## config.mk

```make
export PLATFORM = sky130hd
export DESIGN_NAME = debounce_scan_ctrl
export DESIGN_NICKNAME = d
export VERILOG_FILES = /design/src/rtl/debounce_scan_ctrl.sv
export SDC_FILE = /design/constraint.sdc
export NUM_CORES = 1
export LEC_CHECK = 0
export ABC_CLOCK_PERIOD_IN_PS = 2850
export CAP_MARGIN = 20
export CORE_MARGIN = 1.5
export CORE_UTILIZATION = 53
export CTS_BUF_LIST = sky130_fd_sc_hd__clkbuf_8
export DETAILED_ROUTE_END_ITERATION = 10
export PLACE_DENSITY = 0.74
export SYNTH_ARGS = -nofsm -noshare
export SYNTH_HDL_FRONTEND = slang
export SYNTH_SLANG_ARGS = --single-unit
```

## constraint.sdc

```tcl
create_clock -name clock -period 2.85 [get_ports clock]
set_input_delay 0.7125 -clock clock [delete_from_list [all_inputs] [get_ports clock]]
set_output_delay 0.7125 -clock clock [all_outputs]
set_load 0.03 [all_outputs]
```

## src/rtl/debounce_scan_ctrl.sv

```systemverilog
// Multi-channel debounce scheduler: one prescaler and one scan datapath shared across N_CH inputs,
// with a round-robin valid/ack event port. Define EVENT_OVF_EN to add sticky overwrite flags.
`timescale 1ns/1ps
module debounce_scan_ctrl #(
  parameter int N_CH       = 4,
  parameter int TICK_DIV   = 50,
  parameter int STABLE_CNT = 8
) (
  input  logic                    clock,
  input  logic                    reset,
  input  logic                    enable,
  input  logic [N_CH-1:0]         raw,
  output logic [N_CH-1:0]         clean,
  output logic                    busy,
  output logic                    event_valid,
  output logic [$clog2(N_CH)-1:0] event_chan,
  output logic                    event_rise,
  input  logic                    event_ack
`ifdef EVENT_OVF_EN
  ,
  output logic [N_CH-1:0]         event_ovf,
  input  logic                    ovf_clr
`endif
);

  localparam int IW = $clog2(N_CH);
  localparam int PW = $clog2(TICK_DIV);
  localparam int CW = $clog2(STABLE_CNT);
  localparam logic [IW-1:0] LAST_IDX = IW'(N_CH - 1);
  localparam logic [PW-1:0] PRE_MAX  = PW'(TICK_DIV - 1);
  localparam logic [CW-1:0] CNT_MAX  = CW'(STABLE_CNT - 1);

  localparam logic [0:0] IDLE = 1'b0;
  localparam logic [0:0] SCAN = 1'b1;

  logic [N_CH-1:0] sync_q1;
  logic [N_CH-1:0] sync;
  logic [PW-1:0]   pre;
  logic            tick;
  logic [0:0]      state;
  logic [IW-1:0]   idx;
  logic [CW-1:0]   cnt [N_CH];
  logic [N_CH-1:0] pend;
  logic [N_CH-1:0] pend_rise;
  logic [IW-1:0]   ptr;
  logic [IW-1:0]   cand;
  logic [IW-1:0]   gnt;
  logic            gnt_ok;

  // NOTE: sequential state uses non-blocking assignments so every flop samples pre-edge values.
  always_ff @(posedge clock or negedge reset) begin
    if (!reset) begin
      sync_q1 <= '0;
      sync    <= '0;
    end else begin
      sync_q1 <= raw;
      sync    <= sync_q1;
    end
  end

  assign tick = enable && (pre == PRE_MAX);

  always_ff @(posedge clock or negedge reset) begin
    if (!reset) begin
      pre <= '0;
    end else if (!enable || tick) begin
      pre <= '0;
    end else begin
      pre <= pre + PW'(1);
    end
  end

  // A pass visits every channel once; ticks arriving mid-pass are dropped.
  always_ff @(posedge clock or negedge reset) begin
    if (!reset) begin
      state <= IDLE;
      idx   <= '0;
    end else if (state == IDLE) begin
      if (tick) begin
        state <= SCAN;
        idx   <= '0;
      end
    end else if (idx == LAST_IDX) begin
      state <= IDLE;
    end else begin
      idx <= idx + IW'(1);
    end
  end

  assign busy = (state == SCAN);

  // NOTE: every variable written here gets a default first, so no latch is inferred.
  always_comb begin
    gnt_ok = 1'b0;
    gnt    = '0;
    cand   = '0;
    // Walk from the farthest candidate back to ptr so the nearest pending channel wins.
    for (int k = N_CH - 1; k >= 0; k--) begin
      cand = IW'((int'(ptr) + k) % N_CH);
      if (pend[cand]) begin
        gnt_ok = 1'b1;
        gnt    = cand;
      end
    end
  end

  always_ff @(posedge clock or negedge reset) begin
    if (!reset) begin
      clean       <= '0;
      pend        <= '0;
      pend_rise   <= '0;
      // NOTE: the counter file is reset because a stale count would shorten the first debounce.
      for (int i = 0; i < N_CH; i++) cnt[i] <= '0;
      event_valid <= 1'b0;
      event_chan  <= '0;
      event_rise  <= 1'b0;
      ptr         <= '0;
`ifdef EVENT_OVF_EN
      event_ovf   <= '0;
`endif
    end else begin
      if (event_valid) begin
        if (event_ack) event_valid <= 1'b0;
      end else if (gnt_ok) begin
        event_valid <= 1'b1;
        event_chan  <= gnt;
        event_rise  <= pend_rise[gnt];
        pend[gnt]   <= 1'b0;
        ptr         <= (gnt == LAST_IDX) ? '0 : gnt + IW'(1);
      end
`ifdef EVENT_OVF_EN
      if (ovf_clr) event_ovf <= '0;
`endif
      // Scan updates come last so a fresh acceptance overrides the arbiter's clear.
      if (state == SCAN) begin
        if (sync[idx] == clean[idx]) begin
          cnt[idx] <= '0;
        end else if (cnt[idx] == CNT_MAX) begin
          clean[idx]     <= sync[idx];
          cnt[idx]       <= '0;
          pend[idx]      <= 1'b1;
          pend_rise[idx] <= sync[idx];
`ifdef EVENT_OVF_EN
          if (pend[idx]) event_ovf[idx] <= 1'b1;
`endif
        end else begin
          cnt[idx] <= cnt[idx] + CW'(1);
        end
      end
    end
  end

endmodule

```

==> reports/metrics.yaml, run 1 <==
detailed_routing:
  wl_per_cell_um: 15.94
  initialDrtViolationCount: 107
  vias_per_cell: 5.609
  dr.pass1.iters: 4
  via_count: 1391
  drt_wl_total_um: 3952
  drc: 0
  drtAntennaViolNets: 0
synth:
  synth_top_area_cell: "dfrtp_1"
  synth_area_um2: 2021
  syn_inst: 180
  synthAdderAreaFrac_pct: 7.430
  syn-num-nets: 200
  ys_seq_area_share_pct: 53.25
  synthSimpleGateAreaFrac_pct: 11.27
  synth_compound_area_share_pct: 11.58
  yosys.cell_types.count: 35
  syn_area_per_cell_um2: 11.23
  synth_top_area_share_pct: 53.25
  synthMuxAreaShare_pct: 9.907
  synth_top_family_by_area: "compound AO/OA/AOI/OAI gates"
  ys_async_sr_fraction_pct: 100.0
  yosysWarnings: 0
  synthFlopType: "dfrtp_1"
  synth-xor-area-share_pct: 3.096
  ys_ff_latch: 43
  synthTopCellsByCount: "dfrtp_1 (43), o21ai_0 (27), nand2_1 (22), nor2_1 (13), ha_1 (12)"
  synthMostInstantiatedCell: "dfrtp_1"
  synth_edf_count: 0
  yosys-top-cells-area: "dfrtp_1 (53%), ha_1 (7.4%), o21ai_0 (6.7%), mux4_2 (5.6%), nand2_1 (4.1%)"
setup_path:
  r2r_end: "cnt[4]$_DFFE_PN0P_"
  crit_end: "busy"
  crit_required_ns: 2.14
  worst-r2r-setup-slack_ns: 0.51
  endpoint_kind: "output pin"
  cp.arrival_ns: 1.69
  reg2reg_from: "idx[0]$_DFFE_PN0P_"
  crit_chain: "clkdlybuf4s50_1"
  cp_max_fo: 14
  crit_buf_inv: 1
  cpPeakStageDelay_ns: 0.77
  path_class: "register to output pin"
  rr_worst_depth: 6
  worst-path-stages: 1
  crit_start: "busy$_DFF_PN0_"
  crit_slowest_cell: "clkdlybuf4s50_1"
  path_delay_family: "buffers and inverters"
  cp-start-kind: "register"
timing:
  layout_min_cycle_time_ns: 2.403
  worst_slew_pin_slew_ns: 0.9220
  worst_slack_ns: 0.4471
  hold_viol: 0
  max_slew_margin_pct: 38.54
  tns_ns: 0
  setup_violations: 0
  rsz0062_at_grt: "false"
  finClkSkew_ns: 0.008754
  min_period_over_period_pct: 84.31
  slew_violations: 0
  fmax_ghz: 0.4162
final_layout:
  final_nets: 219
  area_growth_pct: 15.23
  layout.cells.non_filler: 248
  fillerInstances: 285
  utilization_pct: 63.60
  stdcell_area_um2: 2328
  drive_gt1_share_pct: 11.50
  antennaDiodeCount: 0
die:
  die_w_um: 64.75
  placementRows: 22
  initial_core_util_pct: 55.19
  die_h_um: 64.75
  pin_count: 17
  dieArea_um2: 4192
  core_um2: 3661
clock_network:
  root_buffer: "clkbuf_8"
  cts_inserted_buffers: 5
  htreeDepth: 2
  cts.sinks: 43
  clk_latency_ns: 0.30
  path_clk_slew_ns: 0.08
  cts-resized-gates: 0
  clockBufferDepth: 2
  tritoncts: "built"
  cts_setup_buffers: 0
  ctsHoldBuffers: 0
placement:
  dpl_worst_slack_ns: 0.5294
  hpwlAfterDp_um: 2796
  numPortBuffers: 16
  gp_congestion: 0.8977
  place_inst: 240
  place_area_um2: 2211
worst_hold_path:
  min_path_type: "register to register"
outcome:
  status: "finished clean"
global_routing:
  antenna_found_initial: 0
  grt_pass1_vias: 1434
  grt_pass1_wl_um: 6948
  overflow: 0
  grt_max_degree: 44
  grt_use_total_pct: 22.44
pwr:
  ir_drop_mv: 0.3826
  cellPowerDensity_nw_per_um2: 497.2
  power_leakage_uw: 0.001052
flow_run:
  max-cap-violations: 0
## cell type report
cell class	instances	area (um^2)	area share, %
flip-flops and latches	43	1076	46.21
repair buffers	16	155.1	6.663
inverters	12	45.04	1.934
multi-input cells	121	874.6	37.56
well taps	48	60.06	2.579
clock inverters	2	35.03	1.505
clock buffers	6	82.58	3.546
## kinds of logic after synthesis
logic type	count (synthesis)
and+or+nand+nor	50
DFF	43
AOI/OAI and AO/OA	41
buffers and inverters	16
muxes	13
adders and majority gates	12
xor gates and xnor gates	5
## per-layer routing
| metal | share of wire (%) | vias to the layer above | global-route usage [%] | routed length, um |
|---|---|---|---|---|
| met5 | 0 | - | 0 | 0 |
| met4 | 1.9 | 0 | 8.777 | 74 |
| met3 | 4.9 | 8 | 5.729 | 193 |
| met2 | 50 | 39 | 36.60 | 1990 |
| met1 | 43 | 679 | 28.79 | 1695 |
| li1 | - | 665 | - | - |
## worst min path at each step
stage | cells after the start | start | to | slack, ns
6_report | 0 | sync_q1[0]$_DFF_PN0_ | sync[0]$_DFF_PN0_ | 0.35
3_5_place_dp | 0 | sync_q1[0]$_DFF_PN0_ | sync[0]$_DFF_PN0_ | 0.33
3_3_place_gp | 0 | sync_q1[3]$_DFF_PN0_ | sync[3]$_DFF_PN0_ | 0.33
2_1_floorplan | 0 | sync_q1[0]$_DFF_PN0_ | sync[0]$_DFF_PN0_ | 0.33
5_1_grt | 0 | sync_q1[2]$_DFF_PN0_ | sync[2]$_DFF_PN0_ | 0.37
4_1_cts | 0 | sync_q1[0]$_DFF_PN0_ | sync[0]$_DFF_PN0_ | 0.35
## where the power goes
part / switching [uW] / internal [uW] / leakage (uW) / total, uW
Sequential: 5.10 / 619 / 0.000575 / 624
Clock: 214 / 284 / 0.0000612 / 498
Combinational: 21.6 / 14.5 / 0.000416 / 36.1
## cells in the final DEF (no fill, tap or decap)
| master | n |
|---|---|
| a2111oi_0 | 1 |
| a211oi_1 | 1 |
| a21o_1 | 1 |
| a21oi_1 | 3 |
| a31oi_1 | 1 |
| a41oi_1 | 4 |
| and2_1 | 1 |
| and3_1 | 1 |
| and4_1 | 1 |
| buf_2 | 1 |
| bufinv_16 | 1 |
| clkbuf_8 | 6 |
| clkdlybuf4s50_1 | 15 |
| clkinv_2 | 1 |
| dfrtp_1 | 43 |
| ha_1 | 12 |
| inv_1 | 11 |
| inv_2 | 1 |
| mux2_2 | 6 |
| mux2i_1 | 2 |
| mux4_2 | 5 |
| nand2_1 | 22 |
| nand2b_1 | 1 |
| nand3_1 | 6 |
| nand3b_1 | 1 |
| nand4b_1 | 1 |
| nor2_1 | 13 |
| nor3_2 | 1 |
| nor4_1 | 1 |
| o21a_1 | 1 |
| o21ai_0 | 27 |
| o21ai_1 | 1 |
| o22ai_1 | 1 |
| or2_0 | 1 |
| xnor2_1 | 2 |
| xnor2_4 | 1 |
| xor2_1 | 2 |
## through the flow
step | hold WS (ns) | power, uW
after floorplan | 0.3312 | 647.8
after global placement | 0.3323 | 670.1
after detailed placement | 0.3347 | 673.2
after CTS | 0.3527 | 1163
after global routing | 0.3678 | 1192
final | 0.3508 | 1158
## flip-flops by register name (all words and copies together) (netlist names)
name         cells
ptr              2
event_valid      1
busy             1
idx              2
pre              6
event_chan       2
event_rise       1
cnt             12
pend             4
sync_q1          4
sync             4
pend_rise        4
Power figures use the tool's default switching activity.
==> run 2, diff against run 1 <==
ABC_CLOCK_PERIOD_IN_PS = 2000   (was 2850)
PLACE_DENSITY = 0.77   (was 0.74)
clock period = 2 ns   (was 2.85 ns; I/O delays follow)
==> run 2 against run 1 <==
Net effect:
- worst setup slack worse by 0.38 ns
- sequential power is 42% higher
- total power is 40% higher
- non-clock buffer count is 9 higher
- clock power is 35% higher
==> reports/metrics.yaml, run 2 (synthesized netlist as in run 1, its figures left out) <==
outcome:
  status: "finished clean"
global_routing:
  grt_max_degree: 44  # unchanged
  grt_use_total_pct: 20.00  # -2.4 points
  overflow: 0  # unchanged
  grt_pass1_wl_um: 6341  # -8.7%
  antenna_found_initial: 0  # unchanged
  grt_pass1_vias: 1409  # -1.7%
timing:
  holdWs_ns: 0.1551  # -0.1957 ns
  tns_ns: 0  # unchanged
  min_period_over_period_pct: 96.87
  finClkSkew_ns: 0.006594  # -0.002160 ns
  layout_min_cycle_time_ns: 1.937
  fmax_ghz: 0.5162
  worst_slew_pin_slew_ns: 0.5349  # -0.3871 ns
  max_slew_margin_pct: 64.34  # +26 points
  hold_viol: 0  # unchanged
  setup_violations: 0  # unchanged
  slew_violations: 0  # unchanged
pwr:
  cellPowerDensity_nw_per_um2: 663.3  # +33%
  power_leakage_uw: 0.001108  # +5.3%
  ir_drop_mv: 0.5016  # +31%
  fin_total_pwr_uw: 1619  # +40%
final_layout:
  seq_area_um2: 1076  # unchanged
  reg.largest.list: "cnt x12, pre x6"
  utilization_pct: 66.68  # +3.1 points
  fillerInstances: 268  # -6.0%
  drive_gt1_share_pct: 17.70  # +6.2 points
  final_nets: 228  # +4.1%
  area_growth_pct: 20.80
  layout_commonest_cell: "dfrtp_1"
  top_register: "cnt"
  antennaDiodeCount: 0  # unchanged
  largest_reg_flops: 12  # unchanged
  layout_common_cells: "dfrtp_1 (43), o21ai_0 (23), nand2_1 (22)"
  multiInputGateArea_um2: 905.9  # +3.6%
clock_network:
  clk_latency_ns: 0.30  # about the same
  tritoncts: "built"
  htreeDepth: 2  # unchanged
  path_clk_slew_ns: 0.08  # about the same
  clockBufferDepth: 2  # unchanged
  root_buffer: "clkbuf_8"
  ctsHoldBuffers: 0  # unchanged
  cts_inserted_buffers: 5  # unchanged
  cts.sinks: 43  # unchanged
flow_run:
  max-cap-violations: 0  # unchanged
detailed_routing:
  via_count: 1439  # +3.5%
  drc: 0  # unchanged
  drtAntennaViolNets: 0  # unchanged
  drt_wl_total_um: 3799  # -3.9%
  dr.pass1.iters: 5  # +1
  initialDrtViolationCount: 94  # -12%
  wl_per_cell_um: 14.78  # -7.2%
  vias_per_cell: 5.599  # -0.17%
die:
  initial_core_util_pct: 55.19  # unchanged
  placementRows: 22  # unchanged
  core_um2: 3661  # unchanged
  die_w_um: 64.75  # unchanged
  dieArea_um2: 4192  # unchanged
  pin_count: 17  # unchanged
  die_h_um: 64.75  # unchanged
setup_path:
  cp-start-kind: "register"
  cp_max_fo: 5  # -9
  cp.arrival_ns: 1.44  # -0.25 ns
  crit_slowest_cell: "clkdlybuf4s50_1"
  endpoint_kind: "output pin"
  path_class: "register to output pin"
  crit_chain: "clkdlybuf4s50_1"
  crit_required_ns: 1.50  # -0.64 ns
  cpPeakStageDelay_ns: 0.71  # -0.06 ns
  path_delay_family: "buffers and inverters"
  crit_buf_inv: 1  # unchanged
placement:
  numPortBuffers: 16  # unchanged
  hpwlAfterDp_um: 2762  # -1.2%
  gp_congestion: 0.8319  # -7.3%
worst_hold_path:
  min_path_type: "input port to asynchronous set/reset pin"
## run 2: cell count changes in the layout (fill, tap and decap cells not counted), moves of 2 or more
cell,before,now
buf_4,0,7
o21ai_1,1,5
ha_1,12,10
o21ai_0,27,23
## run 2: report_power, final
group	leakage [uW]	total (uW)	internal, uW	switching (uW)
logic	0.000475	59.2	27.6	31.6
registers	0.000575	889	881	7.09
clock network	0.0000581	671	372	300
total	0.00111	1620	1280	338
## run 2: area by class of cell
type / instances / share of cell area [%]
flip-flops and latches: 43 / 44.08
inverters: 12 / 1.845
multi-input cells: 121 / 37.11
clock buffers: 5 / 2.819
repair buffers: 25 / 9.892
well taps: 48 / 2.460
clock inverters: 3 / 1.794
## run 2: metrics by stage
step,setup WS [ns],area [um^2],std cells
2_1_floorplan,0.002915,2034,180
3_3_place_gp,0.08852,2295,248
3_5_place_dp,-0.02375,2295,248
4_1_cts,0.004275,2410,256
5_1_grt,-0.003689,2441,257
6_report,0.06268,2441,257
## run 2: what timing repair did
| item | in CTS | in global routing |
|---|---|---|
| setup buffers | 0 | 1 |
| setup endpoints to repair | 6 | 11 |
| gates resized for setup | 1 | 10 |
## run 2: per-layer routing
| layer | share of wire [%] | global-route usage, % | up-vias |
|---|---|---|---|
| met5 | 0 | 0 | - |
| met4 | 1.7 | 9.840 | 0 |
| met3 | 3.9 | 4.688 | 7 |
| met2 | 50 | 31.83 | 38 |
| met1 | 44 | 25.80 | 708 |
| li1 | - | - | 686 |
## run 2: worst paths after layout
check / slack [ns] / startpoint / end / cells after the start
worst max-delay path: 0.06 / pend_rise[2]$_DFFE_PN0P_ / clean[2] / 1
worst min-delay path: 0.16 / reset / pre[1]$_DFF_PN0_ / 2
worst max register to register: 0.10 / idx[0]$_DFFE_PN0P_ / cnt[4]$_DFFE_PN0P_ / 6
worst min register to register: 0.35 / sync_q1[1]$_DFF_PN0_ / sync[1]$_DFF_PN0_ / 0
max in group asynchronous: 1.63 / reset / pre[4]$_DFF_PN0_ / 2
min in group clock: 0.35 / sync_q1[1]$_DFF_PN0_ / sync[1]$_DFF_PN0_ / 0
